[config.mk]
export PLATFORM = sky130hd
export DESIGN_NAME = prog_timer
export DESIGN_NICKNAME = d
export VERILOG_FILES = /design/src/rtl/timer_pkg.sv /design/src/rtl/prog_timer_tick_gen.sv /design/src/rtl/prog_timer.sv
export SDC_FILE = /design/constraint.sdc
export NUM_CORES = 1
export LEC_CHECK = 0
export CAP_MARGIN = 20
export CORE_UTILIZATION = 45
export DETAILED_ROUTE_END_ITERATION = 10
export HOLD_SLACK_MARGIN = 0.1
export PLACE_DENSITY = 0.69
export SLEW_MARGIN = 40
export SYNTH_ARGS = -nofsm -noshare
export SYNTH_HDL_FRONTEND = slang
export SYNTH_HIERARCHICAL = 1
export SYNTH_SLANG_ARGS = --single-unit
[constraint.sdc]
create_clock -name clk -period 3.4 [get_ports clk]
set_clock_uncertainty 0.2 [all_clocks]
set_input_delay 0.68 -clock clk [delete_from_list [all_inputs] [get_ports clk]]
set_output_delay 0.68 -clock clk [all_outputs]
set_load 0.02 [all_outputs]
[src/rtl/timer_pkg.sv]
// Shared types and constants for the programmable timer.
package timer_pkg;

    typedef enum logic [1:0] {
        IDLE = 2'd0,
        RUN  = 2'd1,
        HOLD = 2'd2
    } timer_state_e;

    localparam logic MODE_ONESHOT  = 1'b0;
    localparam logic MODE_PERIODIC = 1'b1;

endpackage

[src/rtl/prog_timer_tick_gen.sv]
// Prescaler: emits one tick every (psc+1) enabled clocks and owns the prescale counter.
module tick_gen #(
    parameter int PSC_W = 8
) (
    input  logic             clk,
    input  logic             rst_n,
    input  logic             run,
    input  logic             clr,
    input  logic [PSC_W-1:0] psc,
    output logic             tick
);

    localparam logic [PSC_W-1:0] PSC_ONE = PSC_W'(1);

    logic [PSC_W-1:0] psc_cnt_q;
    logic [PSC_W-1:0] psc_cnt_d;

    assign tick = run && (psc_cnt_q == psc);

    // clr has priority so a restart always begins a fresh prescale interval.
    always_comb begin
        psc_cnt_d = psc_cnt_q;
        if (clr) begin
            psc_cnt_d = '0;
        end else if (run) begin
            psc_cnt_d = tick ? '0 : psc_cnt_q + PSC_ONE;
        end
    end

    always_ff @(posedge clk or negedge rst_n) begin
        if (!rst_n) begin
            psc_cnt_q <= '0;
        end else begin
            psc_cnt_q <= psc_cnt_d;
        end
    end

endmodule

[src/rtl/prog_timer.sv]
// Runtime-programmable timer: prescaled period counter, one-shot or periodic,
// with stop/start/pause control, a done pulse per expiry and a sticky irq.
module prog_timer
    import timer_pkg::*;
#(
    parameter int CNT_W = 16,
    parameter int PSC_W = 8
) (
    input  logic             clk,
    input  logic             rst_n,
    input  logic             start,
    input  logic             stop,
    input  logic             pause,
    input  logic             mode,
    input  logic [CNT_W-1:0] period,
    input  logic [PSC_W-1:0] prescale,
    input  logic             irq_clr,
    output logic             busy,
    output logic             done,
    output logic             irq,
    output logic [CNT_W-1:0] count
);

    localparam logic [CNT_W-1:0] ONE = CNT_W'(1);

    timer_state_e     state_q;
    logic [CNT_W-1:0] per_q;
    logic [CNT_W-1:0] count_q;
    logic [PSC_W-1:0] psc_q;
    logic             mode_q;
    logic             done_q;
    logic             irq_q;
    logic             tick;
    logic             run_en;
    logic             psc_clr;

    // Counting follows the pause level, not the state: the RUN->HOLD edge does not
    // count and the HOLD->RUN edge does, so a pause costs exactly its own length.
    assign run_en  = (state_q != IDLE) && !pause;
    assign psc_clr = start || stop || (state_q == IDLE);

    tick_gen #(.PSC_W(PSC_W)) u_tick_gen (
        .clk   (clk),
        .rst_n (rst_n),
        .run   (run_en),
        .clr   (psc_clr),
        .psc   (psc_q),
        .tick  (tick)
    );

    always_ff @(posedge clk or negedge rst_n) begin
        if (!rst_n) begin
            state_q <= IDLE;
            per_q   <= '0;
            count_q <= '0;
            psc_q   <= '0;
            mode_q  <= MODE_ONESHOT;
            done_q  <= 1'b0;
            irq_q   <= 1'b0;
        end else begin
            done_q <= 1'b0;
            irq_q  <= done_q | (irq_q & ~irq_clr);
            if (stop) begin
                state_q <= IDLE;
                count_q <= '0;
            end else if (start) begin
                state_q <= RUN;
                per_q   <= (period == '0) ? ONE : period;
                psc_q   <= prescale;
                mode_q  <= mode;
                count_q <= '0;
            end else if (state_q != IDLE) begin
                if (pause) begin
                    state_q <= HOLD;
                end else begin
                    state_q <= RUN;
                    if (tick) begin
                        if (count_q == per_q - ONE) begin
                            done_q  <= 1'b1;
                            count_q <= '0;
                            if (mode_q == MODE_ONESHOT) state_q <= IDLE;
                        end else begin
                            count_q <= count_q + ONE;
                        end
                    end
                end
            end
        end
    end

    assign busy  = (state_q != IDLE);
    assign done  = done_q;
    assign irq   = irq_q;
    assign count = count_q;

endmodule
==> results of run 1 <==
-- stage by stage --
| step | total power, mW | cells | setup WS (ps) | hold slack (ps) |
|---|---|---|---|---|
| floorplan | 0.906 | 302 | 481 | 184 |
| global placement | 0.996 | 441 | 277 | 241 |
| detailed placement | 1.00 | 441 | 228 | 243 |
| CTS | 1.36 | 449 | 282 | 173 |
| global route | 1.42 | 449 | 123 | 190 |
| finish | 1.34 | 449 | 275 | 163 |
-- synth_stat cells (3+ instances only) --
cell / n
sky130_fd_sc_hd__dfrtp_1: 53
sky130_fd_sc_hd__mux2_2: 21
sky130_fd_sc_hd__xnor2_1: 18
sky130_fd_sc_hd__nand2_1: 17
sky130_fd_sc_hd__nor3_1: 17
sky130_fd_sc_hd__nor2_1: 15
sky130_fd_sc_hd__xor2_1: 15
sky130_fd_sc_hd__nand3_1: 10
sky130_fd_sc_hd__nand4_1: 10
sky130_fd_sc_hd__nand4_2: 10
sky130_fd_sc_hd__o31ai_2: 10
sky130_fd_sc_hd__inv_1: 9
sky130_fd_sc_hd__a21oi_1: 6
sky130_fd_sc_hd__and3_1: 6
sky130_fd_sc_hd__nor4_1: 4
sky130_fd_sc_hd__or2_2: 4
sky130_fd_sc_hd__or3_1: 4
sky130_fd_sc_hd__a211oi_1: 3
sky130_fd_sc_hd__buf_6: 3
sky130_fd_sc_hd__ha_1: 3
sky130_fd_sc_hd__nor3_2: 3
sky130_fd_sc_hd__o21ai_0: 3
-- power by group through the flow --
stage | combinational [mW] | clock (mW) | sequential [mW]
after global routing | 0.276 | 0.395 | 0.745
after detailed placement | 0.252 | 0 | 0.750
after floorplan | 0.180 | 0 | 0.726
after global placement | 0.247 | 0 | 0.749
final | 0.252 | 0.356 | 0.737
after CTS | 0.254 | 0.369 | 0.737
-- registers in the layout, indices dropped and copies added, names as in the netlist --
signal	count
count	16
per_q	16
psc_q	8
u_tick_gen/psc_cnt_q	8
state_q	2
done	1
irq	1
mode_q	1
-- per-layer routing --
metal | vias up | share of wire, %
li1 | 1221 | -
met1 | 1268 | 45
met2 | 56 | 51
met3 | 7 | 3.4
met4 | 0 | 0.78
met5 | - | 0
-- cell families after synthesis --
kind of cell,Yosys count
buffers and inverters,21
AND/OR/NAND/NOR,125
multiplexers,22
adder cells (fa/ha/maj),3
flip-flops,53
AO/OA/AOI/OAI,45
XOR/XNOR,33
-- cell type report --
type,count,area (um2)
fill,615,2980
multi-input combinational,228,1790
sequential,53,1330
timing repair buffer,55,531
tap,96,120
clock buffer,5,68.8
inverter,9,33.8
clock inverter,3,17.5
-- path summary, 6_finish.rpt --
kind / from / to / slack, ps / depth (start not counted)
setup / recovery: per_q[0] / count[6] / 270 / 9
hold / removal: rst_n / per_q[8] / 160 / 2
setup reg to reg: per_q[0] / count[6] / 270 / 9
hold reg to reg: done / irq / 260 / 1
max in group asynchronous: rst_n / u_tick_gen/psc_cnt_q[0] / 2560 / 2
min in group clk: done / irq / 260 / 1
-- worst max-delay path, stage by stage, from the launching register on --
cell                      delay [ps]
sky130_fd_sc_hd__dfrtp_1         480
sky130_fd_sc_hd__inv_1            90
sky130_fd_sc_hd__ha_1            250
sky130_fd_sc_hd__or2b_2          340
sky130_fd_sc_hd__nor4_2          220
sky130_fd_sc_hd__o32ai_1         150
sky130_fd_sc_hd__nor4_2          380
sky130_fd_sc_hd__nand4_2         500
sky130_fd_sc_hd__nand4_1         300
sky130_fd_sc_hd__o31ai_2          90
==> results.md, run 1 <==
* Area fraction in and, or, nand and nor cells after synthesis at between 20 and 30%
* Finished Cell Area at a little under 4000 um2
* Most frequent cells in the layout: sky130_fd_sc_hd__dfrtp_1 (53), sky130_fd_sc_hd__clkdlybuf4s50_1 (48), sky130_fd_sc_hd__mux2_2 (21), sky130_fd_sc_hd__xnor2_1 (18)
* Share of the synthesized netlist area taken by xor and xnor gates at under 10%
* Average routed wire per standard cell at roughly 16 um
* Number of placement rows at 30
* Required time reported for the critical path endpoint at 3390 ps
* Relative slew margins at between 60 and 70%
* CTS tree: done
* Status: finished, final reports clean
* Maximum root-to-sink buffer count at 2
* Fin crit share at 91.9%
* Congestion Overflow GR at 0
* Crit path DAT at around 3100 ps
* Number of resized instances in the post-cts repair step at 0
* Maximum fanout along the worst path at 13
* Nets at around 390
* Share of async-settable or async-resettable flops after synthesis at between 90% and 100%
* Number of standard cells after synthesis at about 300
* Number of vias per cell after detailed routing at about 5.7
* Most common library cell in the layout ignoring fill and taps: sky130_fd_sc_hd__dfrtp_1
* Synth warnings at 6
* Avg Inst Size Synth at 10.7 um2
* Final core area utilization at 56.6%
* Final Hold Vio Count at 0
* Clock input transition at the sequential cells of the worst setup and hold paths at 100 ps
* Power share of the combinational group at a little under a fifth
* Sequential-to-total area share from yosys stat at between 40% and 50%
* Met1 routing resource usage after global routing at about a quarter
* Cells taking the most area after synthesis: sky130_fd_sc_hd__dfrtp_1 (41%), sky130_fd_sc_hd__mux2_2 (7.3%), sky130_fd_sc_hd__xnor2_1 (4.9%)
* Vias at between 2000 and 3000
* DRC violation count after routing at 0
* Total track usage at roughly a fifth
* Die Height at between 80 and 90 um
* Routing usage on met3 at approximately 3.5%
* Post-Synthesis Net Count at 336
* Final GP Congestion at 0.828
* Area growth, synth to finish at 20.5%
* EDFF count, synth at 0
* Sw Ratio at 29.3%
* Clock net sink count at 53
* Number of DRC markers in iteration 0 at approximately 110
* Detailed-routing iteration count for the pre-antenna-repair pass at 4
* Die area at approximately 7500 um2
* Maximum number of pins on one net before global-route repair at 30
* Core Footprint at 6870 um2
* H-tree depth reported by CTS at 2
* Proportion of synthesized area in mux cells at roughly 7.6%
* Post-CTS Hold Buffers at 0
* Port-buffer cells at a little under 50
* Share of power burned in the clock network at between 20% and 30%
* Unique cell type count in the Yosys netlist at 64
* Lkg Pwr at about 1.5 nW
* Post-synth design cell area at 3230 um2
* Critical Setup Path Class: flop to flop
* Max IR drop VDD at between 0.00015 and 0.0002 V
* Number of global-route vias before repair at around 2600
* Final Slew Violations at 0
* Pin slew with the least headroom to its limit at about 540 ps
* Share of cells above drive strength 1 at 23.2%
* Largest family of logic cells by synthesized area: simple AND/OR/NAND/NOR gates
* Crit path capture type: flop
* Seq pwr share at roughly 55%
* Final setup vio count at 0
* Maximum clock frequency at between 300 and 400 MHz
* Standard cell area after detailed placement at 3800 um2
* Clock Latency Late Sink at roughly 310 ps
* Setup TNS at 0 ps
* Die extent in x at roughly 87 um
* Residual antenna-violating net count after detailed routing at 0
* Startpoint class of the critical path: flop
* Buffer cell driving the clock tree root: sky130_fd_sc_hd__clkbuf_8
* Internal Pwr Total at around 0.95 mW
* Number of flip-flops and latches in the synthesized netlist at 53
* Adder-Cell Fraction of Synth Area at 1.16%
* Yosys top cell by area: sky130_fd_sc_hd__dfrtp_1
* Area share of the largest cell type after synthesis at about two fifths
* Final critical delay including setup and external delays at around 3100 ps
* Antenna violations before repair at 0
* Worst min-delay path class: input port to async pin
* Compound-gate portion of the synthesized area at a little under an eighth
* Power per unit of standard cell area at between 300 and 400 nW/um2
* Count of pins on the block boundary at 50
* Final antenna diode count at 0
* Global-route wire length before repair at 12.2 mm
* Number of buffers inserted by post-CTS setup repair at 0
* Net Switching at between 0.3 and 0.4 mW
* Global-route layer with the greatest usage: met2
* Wirelength, routed at 7.19 mm
* Met2 GRT Util at about 37%
* Placed wire-length estimate at 5.32 mm
* Max cap viols at 0
* TritonCTS Buffers at 5
* RSZ-0062 raised after global routing: no
* Top flip-flop cell by instance count after synthesis: sky130_fd_sc_hd__dfrtp_1
* Initial core utilization at a little under half
(Power assumes the default switching activity.)
==> run 2: changes to the inputs <==
--- a/config.mk
+++ b/config.mk
@@ -9,7 +9,7 @@
 export CORE_UTILIZATION = 45
 export DETAILED_ROUTE_END_ITERATION = 10
 export HOLD_SLACK_MARGIN = 0.1
-export PLACE_DENSITY = 0.69
+export PLACE_DENSITY = 0.72
 export SLEW_MARGIN = 40
 export SYNTH_ARGS = -nofsm -noshare
 export SYNTH_HDL_FRONTEND = slang
==> results.md, run 2 (synthesis results as in run 1) <==
* Non-filler instance count after layout at roughly 450
* Residual antenna-violating net count after detailed routing at 0
* Fin crit share at slightly above 90%
* Final Hold Vio Count at 0
* Antenna violations before repair at 0
* Pin slew with the least headroom to its limit at between 500 and 600 ps
* Crit path capture type: flop
* Maximum clock frequency at 325 MHz
* Worst Hold Slack at 159 ps
* Lkg Pwr at around 1.5 nW
* Congestion Overflow GR at 0
* Clock net sink count at between 50 and 60
* Cell-by-cell listing of the critical path: inv_1 -> ha_1 -> or2b_2 -> nor4_2 -> o32ai_1 -> nor4_2 -> nand4_2 -> nand4_1 -> o31ai_2
* Most frequent cell on the critical path: sky130_fd_sc_hd__nor4_2
* Average routed wire per standard cell at 16.0 um
* Buffer cell driving the clock tree root: sky130_fd_sc_hd__clkbuf_8
* Relative slew margins at 65.5%
* Routing usage on met3 at roughly 3.6%
* Most common library cell in the layout ignoring fill and taps: sky130_fd_sc_hd__dfrtp_1
* Total track usage at between 20% and 30%
* Final GP Congestion at 0.847
* Status: finished, final reports clean
* Final core area utilization at a little under three fifths
* Setup TNS at 0 ps
* Count of pins on the block boundary at 50
* Global-route wire length before repair at about 12 mm
* Number of cell instances on the worst register-to-register path at 9
* Die area at 7520 um2
* Area growth, synth to finish at 20.3%
* RSZ-0062 raised after global routing: no
* Maximum number of pins on one net before global-route repair at 30
* Post-placement worst setup slack at 191 ps
* Critical Setup Path Class: flop to flop
* Power per unit of standard cell area at ~340 nW/um2
* Most frequent cells in the layout: sky130_fd_sc_hd__dfrtp_1 (53), sky130_fd_sc_hd__clkdlybuf4s50_1 (48), sky130_fd_sc_hd__mux2_2 (21), sky130_fd_sc_hd__xnor2_1 (18)
* Port-buffer cells at a little under 50
* Number of buffer and inverter instances along the worst setup path at 1
* TritonCTS Buffers at 5
* Vias at around 2500
* Maximum fanout along the worst path at 13
* Post-CTS Hold Buffers at 0
* Number of DRC markers in iteration 0 at 98
* Maximum root-to-sink buffer count at 2
* Required time reported for the critical path endpoint at about 3400 ps
* Power share of the combinational group at 18.8%
* Share of cells above drive strength 1 at a little under a quarter
* Number of placement rows at 30
* Clock Latency Late Sink at roughly 310 ps
* Initial core utilization at a little under half
* Max stage delay cell, worst path: sky130_fd_sc_hd__dfrtp_1
* Internal Pwr Total at 0.951 mW
* DRC violation count after routing at 0
* Sw Ratio at 28.9%
* Overall power of the completed layout at between 1 and 1.5 mW
* Standard cell area after detailed placement at between 3000 and 4000 um2
* Filler Cell Count at 623
* Number of global-route vias before repair at between 2000 and 3000
* CTS tree: done
* Core Footprint at 6870 um2
* Die Height at around 87 um
* Number of buffers inserted by post-CTS setup repair at 0
* Global-route layer with the greatest usage: met2
* Number of vias per cell after detailed routing at 5.67
* Finished Cell Area at a little under 4000 um2
* Met1 routing resource usage after global routing at 26.7%
* Final Slew Violations at 0
* Clock input transition at the sequential cells of the worst setup and hold paths at 90 ps
* Placed insts at 441
* Share of power burned in the clock network at 26.1%
* Max cap viols at 0
* Wirelength, routed at just over 7 mm
* Final critical delay including setup and external delays at just over 3000 ps
* Placed wire-length estimate at 5.38 mm
* Die extent in x at a little under 90 um
* Top Family by Delay on Critical Path: simple AND/OR/NAND/NOR gates
* Worst min-delay path class: input port to async pin
* Seq pwr share at a little under three fifths
* Max IR drop VDD at around 0.00017 V
* Crit path largest cell delay at roughly 480 ps
* Post-layout worst setup margin at 321 ps
* Crit path DAT at just over 3000 ps
* H-tree depth reported by CTS at 2
* Nets at between 300 and 400
* Net Switching at slightly below 0.4 mW
* Final setup vio count at 0
* Number of cells on the critical path at 9
* Met2 GRT Util at approximately 38%
* Number of resized instances in the post-cts repair step at 0
* Detailed-routing iteration count for the pre-antenna-repair pass at 5
* Startpoint class of the critical path: flop
* Final antenna diode count at 0
run 2: cell types whose count changed in the layout (fill, tap and decap cells not counted):
cell	before	now
sky130_fd_sc_hd__clkbuf_1	0	1
sky130_fd_sc_hd__clkinvlp_4	1	0
run 2: worst paths after layout:
check / end / start / slack, ps
hold / removal: per_q[9] / rst_n / 160
max in group asynchronous: u_tick_gen/psc_cnt_q[6] / rst_n / 2550
hold reg to reg: irq / done / 270
min in group clk: irq / done / 270
setup reg to reg: count[6] / per_q[0] / 320
setup / recovery: count[6] / per_q[0] / 320
run 2: final cells by class:
type / instances / area [um2] / share of cell area (%)
Clock buffer: 6 / 72.6 / 1.87
Clock inverter: 2 / 10.0 / 0.258
Inverter: 9 / 33.8 / 0.869
Multi-Input combinational cell: 228 / 1790 / 46.1
Sequential cell: 53 / 1330 / 34.1
Tap cell: 96 / 120 / 3.09
Timing Repair Buffer: 55 / 531 / 13.7
run 2: layer usage:
layer / routed length (um) / part of all wire (%)
met5: 0 / 0
met1: 3230 / 45
met4: 97 / 1.4
met2: 3610 / 50
met3: 239 / 3.3
run 2: power groups by stage:
stage	clock [mW]	combinational [mW]	sequential, mW
final	0.350	0.251	0.738
after global routing	0.384	0.279	0.745
after CTS	0.362	0.255	0.738
after detailed placement	0	0.253	0.750
after global placement	0	0.246	0.748
after floorplan	0	0.180	0.726
==> run 3: changes to the inputs <==
--- a/config.mk
+++ b/config.mk
@@ -5,11 +5,11 @@
 export SDC_FILE = /design/constraint.sdc
 export NUM_CORES = 1
 export LEC_CHECK = 0
-export CAP_MARGIN = 20
+export CORE_MARGIN = 2
 export CORE_UTILIZATION = 45
 export DETAILED_ROUTE_END_ITERATION = 10
 export HOLD_SLACK_MARGIN = 0.1
-export PLACE_DENSITY = 0.72
+export PLACE_DENSITY = 0.74
 export SLEW_MARGIN = 40
 export SYNTH_ARGS = -nofsm -noshare
 export SYNTH_HDL_FRONTEND = slang
==> constraint.sdc (replaced) <==
create_clock -name clk -period 2.5 [get_ports clk]
set_clock_uncertainty 0.2 [all_clocks]
set_input_delay 0.5 -clock clk [delete_from_list [all_inputs] [get_ports clk]]
set_output_delay 0.5 -clock clk [all_outputs]
set_load 0.02 [all_outputs]
==> results.md, run 3 (synthesis results as in run 1) <==
* Final Hold Vio Count at 0
* Status: finished, violations left
* DRC violation count after routing at 0
* Startpoint class of the critical path: flop
* Standard cell area after detailed placement at between 4000 and 5000 um2
* Capturing point of the worst reg2reg path: count[15]
* Max cap viols at 0
* Residual antenna-violating net count after detailed routing at 0
* Final setup vio count at 1
* Area growth, synth to finish at 37.0%
* Required time reported for the critical path endpoint at 2500 ps
* Max IR drop VDD at about 0.00028 V
* Relative slew margins at 60.5%
* Placed wire-length estimate at 5.78 mm
* Core Footprint at slightly below 7000 um2
* Most common library cell in the layout ignoring fill and taps: sky130_fd_sc_hd__dfrtp_1
* Number of cell instances on the worst register-to-register path at 10
* Overall power of the completed layout at approximately 2.1 mW
* Most frequent cells in the layout: sky130_fd_sc_hd__dfrtp_1 (53), sky130_fd_sc_hd__clkdlybuf4s50_1 (48), sky130_fd_sc_hd__buf_4 (32), sky130_fd_sc_hd__mux2_2 (21), sky130_fd_sc_hd__xnor2_1 (18)
* Share of cells above drive strength 1 at between 30% and 40%
* Fin crit share at 101%
* Power per unit of standard cell area at roughly 470 nW/um2
* Cell count of the worst hold path at 1
* Die extent in x at about 89 um
* Buffer cell driving the clock tree root: sky130_fd_sc_hd__clkbuf_8
* Average routed wire per standard cell at roughly 17 um
* Clock net sink count at 53
* Number of vias per cell after detailed routing at approximately 5.6
* Port-buffer cells at just under 50
* Pin slew with the least headroom to its limit at slightly below 600 ps
* Final core area utilization at 64.4%
* End point of the most critical hold path: irq
* Lkg Pwr at approximately 1.7 nW
* Number of global-route vias before repair at 2527
* Critical Setup Path Class: flop to flop
* Total track usage at between 20 and 25%
* Clock Latency Late Sink at 310 ps
* Die area at between 7000 and 8000 um2
* Maximum fanout along the worst path at 5
* Congestion Overflow GR at 0
* Filler Cell Count at 520
* Vias at 2750
* Register-to-Register Setup Slack at -30 ps
* Hold wc startpoint: done
* TritonCTS Buffers at 5
* Final GP Congestion at roughly 0.86
* Die Height at 88.7 um
* Clock input transition at the sequential cells of the worst setup and hold paths at around 100 ps
* Detailed-routing iteration count for the pre-antenna-repair pass at 4
* Antenna violations before repair at 0
* Violated checks: setup timing
* CTS tree: done
* Number of DRC markers in iteration 0 at 144
* Worst min-delay path class: flop to flop
* H-tree depth reported by CTS at 2
* Nets at about 420
* RSZ-0062 raised after global routing: yes
* Crit path capture type: flop
* Count of pins on the block boundary at 50
* Maximum number of pins on one net before global-route repair at 32
* Crit path DAT at ~2500 ps
* Wirelength, routed at around 8.1 mm
* Finished Cell Area at ~4400 um2
* Initial core utilization at between 40% and 50%
* Final critical delay including setup and external delays at roughly 2500 ps
* Number of placement rows at 30
* Startpoint of the worst-slack reg-to-reg timing path: per_q[3]
* Post-layout worst setup margin at -29.6 ps
* Maximum clock frequency at just under 400 MHz
* Final Slew Violations at 0
* Global-route wire length before repair at 12.5 mm
* Maximum root-to-sink buffer count at 2
* Final antenna diode count at 0
run 3: changes by cell type in the layout (fill, tap and decap cells not counted), sizes merged:
cell | previous run | this run
clkinvlp | 0 | 1
bufinv | 0 | 1
clkinv | 2 | 0
dlygate4sd3 | 0 | 1
buf | 7 | 44
run 3: repair_timing:
| item | in CTS | in global routing |
|---|---|---|
| endpoints found under the setup margin | 17 | 17 |
| gates resized for setup | 9 | 20 |
| endpoints found under the hold margin | 22 | 0 |
| setup buffers | 4 | 4 |
| hold buffers | 1 | 0 |
| pin swaps | 14 | 12 |
run 3: worst max-delay path, stage by stage (launching register included):
cell                        delay [ps]
sky130_fd_sc_hd__dfrtp_1           400
sky130_fd_sc_hd__buf_6             130
sky130_fd_sc_hd__buf_6             120
sky130_fd_sc_hd__nand4bb_1         210
sky130_fd_sc_hd__a211oi_2          220
sky130_fd_sc_hd__o211ai_1          170
sky130_fd_sc_hd__nor4_2            390
sky130_fd_sc_hd__nand3_1           210
sky130_fd_sc_hd__buf_4             180
sky130_fd_sc_hd__a22oi_2           150
sky130_fd_sc_hd__nor3_2             50
run 3: how the worst max path moves through the flow:
stage	start	to	cells past startpoint
5_1_grt	per_q[1]	count[15]	11
3_3_place_gp	pause	count[10]	9
4_1_cts	per_q[2]	count[15]	8
3_5_place_dp	per_q[1]	count[5]	10
6_report	per_q[3]	count[15]	10
2_1_floorplan	pause	count[13]	10
run 3: power breakdown:
| part | internal [mW] | switching [mW] | leakage, nW |
|---|---|---|---|
| clock | 0.326 | 0.294 | 0.0574 |
| sequential | 0.917 | 0.0622 | 0.684 |
| combinational | 0.266 | 0.230 | 1.01 |
| total | 1.51 | 0.586 | 1.75 |
run 3: per-layer routing:
layer	wire, um	GRT usage (%)	vias to the layer above
met5	0	0	-
met4	96	5.23	0
met3	281	3.17	9
met2	3910	31.5	61
met1	3830	30.6	1381
li1	-	-	1299
run 3: cell type report:
cell class	count	area, um2	area share [%]
Clock buffer	6	82.6	1.87
Clock inverter	2	37.5	0.848
Inverter	9	33.8	0.764
Multi-Input combinational cell	228	1940	43.8
Sequential cell	53	1330	30.0
Tap cell	96	120	2.71
Timing Repair Buffer	93	886	20.0
run 3: per-stage QoR:
| stage | hold slack (ps) | instances | setup WS, ps | TNS (ps) |
|---|---|---|---|---|
| 2_1_floorplan | 4.41 | 302 | 31.5 | 0 |
| 3_3_place_gp | 244 | 470 | -126 | -1330 |
| 3_5_place_dp | 256 | 470 | -185 | -2170 |
| 4_1_cts | 280 | 483 | -32.8 | -94.5 |
| 5_1_grt | 290 | 487 | -202 | -1860 |
| 6_report | 273 | 487 | -29.6 | -29.6 |
==> RTL change: new RTL, flow settings as in run 3 <==
Add an input register stage for `period`, without a reset; this delays it by one clock. The other inputs are not delayed to match.
--- a/src/rtl/prog_timer.sv
+++ b/src/rtl/prog_timer.sv
@@ -24,2 +24,8 @@
     localparam logic [CNT_W-1:0] ONE = CNT_W'(1);
+
+    logic [CNT_W-1:0] period_q;
+
+    always_ff @(posedge clk) begin
+        period_q <= period;
+    end
 
@@ -67,3 +73,3 @@
                 state_q <= RUN;
-                per_q   <= (period == '0) ? ONE : period;
+                per_q   <= (period_q == '0) ? ONE : period_q;
                 psc_q   <= prescale;
Formal check against the unedited RTL: not equivalent (a bounded check fails within 4 cycles, from zero or initial values and one cycle with rst_n low).
==> RTL change against run 3 <==
The run still ends with setup timing left. Sequential share of layout area is 4.8 points higher. Wire length is 0.54% higher. Total power is 30% higher. Core utilization is 3.2 points lower. Die area is 11% higher. Clock power is 65% higher. Area after synthesis is 11% higher. Worst setup slack worse by 0.030 ns. Worst hold slack worse by 0.0028 ns. Sequential cell count is 16 higher. Design area is 7.0% higher.
==> RTL change: results <==
[run_status]
status = "finished, violations left"
violations = "setup timing"

[route]
wirelength_mm = 8.16
first_pass_iters = 4
wire_per_inst_um = 15.5
drt_iter0_markers = 185
vias = 2845

[placed_design]
gp_congestion = 0.844
dpl_worst_slack_ns = -0.113
dp_cells = 508
io_buffers = 49
dp_hpwl_mm = 6.01
place_area_mm2 = 0.00444

[synthesis]
synthTopCellsByCount = "dfrtp_1, nor2_1, mux2_2"
synth-seq-area-share_pct = 45.8
ys_top_cells_by_area = "dfrtp_1, dfxtp_1, mux2_2"
synthesis.instances = 332
synth_fp_nets = 366
ys_types = 62
yosys_warnings = 6
synth-async-reset-ratio_pct = 76.8

[critical_path]
crit_arrival_ns = 2.58
crit_family = "simple AND/OR/NAND/NOR gates"
ff2ff_path_depth = 8
cp-startpoint = "per_q[3]$_DFFE_PN0P_"
crit_fanout = 7
cp_slowest_cell = "dfrtp_1"
cpPeakStageDelay_ns = 0.42
crit_end = "count[13]$_DFFE_PN0P_"

[hold_path]
min-delay-start = "done$_DFF_PN0_"
hold_path_class = "reg -> reg"
holdPathEnd = "irq$_DFF_PN0_"

[finish]
fin_nets = 455
drive_gt1_share_pct = 25.1

[floorplanning]
coreArea_mm2 = 0.00773

[clock_tree]
clk_latency_ns = 0.35
clkTransAtPathRegs_ns = 0.08
cts-root-buf = "clkbuf_8"
cts-resized-gates = 4
htreeDepth = 3
postCtsSetupRepairBufs = 1
hold_buffers = 1
numCtsBuffers = 9
cts_buffer_depth = 2

[sta]
tns_ns = -0.323
hold_ws_ns = 0.270
setup_viol = 7
fin_ws_ns = -0.0592
worst_pin_slew_ns = 0.402

[global_route]
antenna_found_initial = 0
grt_pass1_wl_mm = 13.7
grt_max_degree = 28
overflow = 0
track_usage_pct = 20.2

[pwr]
p_leak_uw = 0.00201
ir_drop_uv = 414
RTL change: final cells by class:
cell class,instances,area [um2]
repair buffers,92,823
multi-input cells,243,1890
flip-flops and latches,69,1650
well taps,102,128
clock inverters,6,86.3
inverters,6,22.5
fillers,618,2990
clock buffers,10,138
RTL change: cell families after synthesis:
group / after synthesis / synth area share, %
AND/OR/NAND/NOR: 131 / 22.7
flip-flops: 69 / 45.8
AO/OA/AOI/OAI: 44 / 9.88
XOR/XNOR: 40 / 10.1
multiplexers: 23 / 7.20
buffers and inverters: 22 / 3.27
adder cells (fa/ha/maj): 3 / 1.04
RTL change: power by group:
part,internal [uW],switching (uW),total [uW]
sequential,1190,77.1,1260
combinational,244,201,445
clock,587,432,1020
RTL change: routing by layer:
metal	global-route usage (%)	vias up	wire [um]
met5	0	-	0
met4	7.84	0	109
met3	2.66	12	416
met2	32.8	80	3890
met1	27.5	1363	3740
li1	-	1390	-
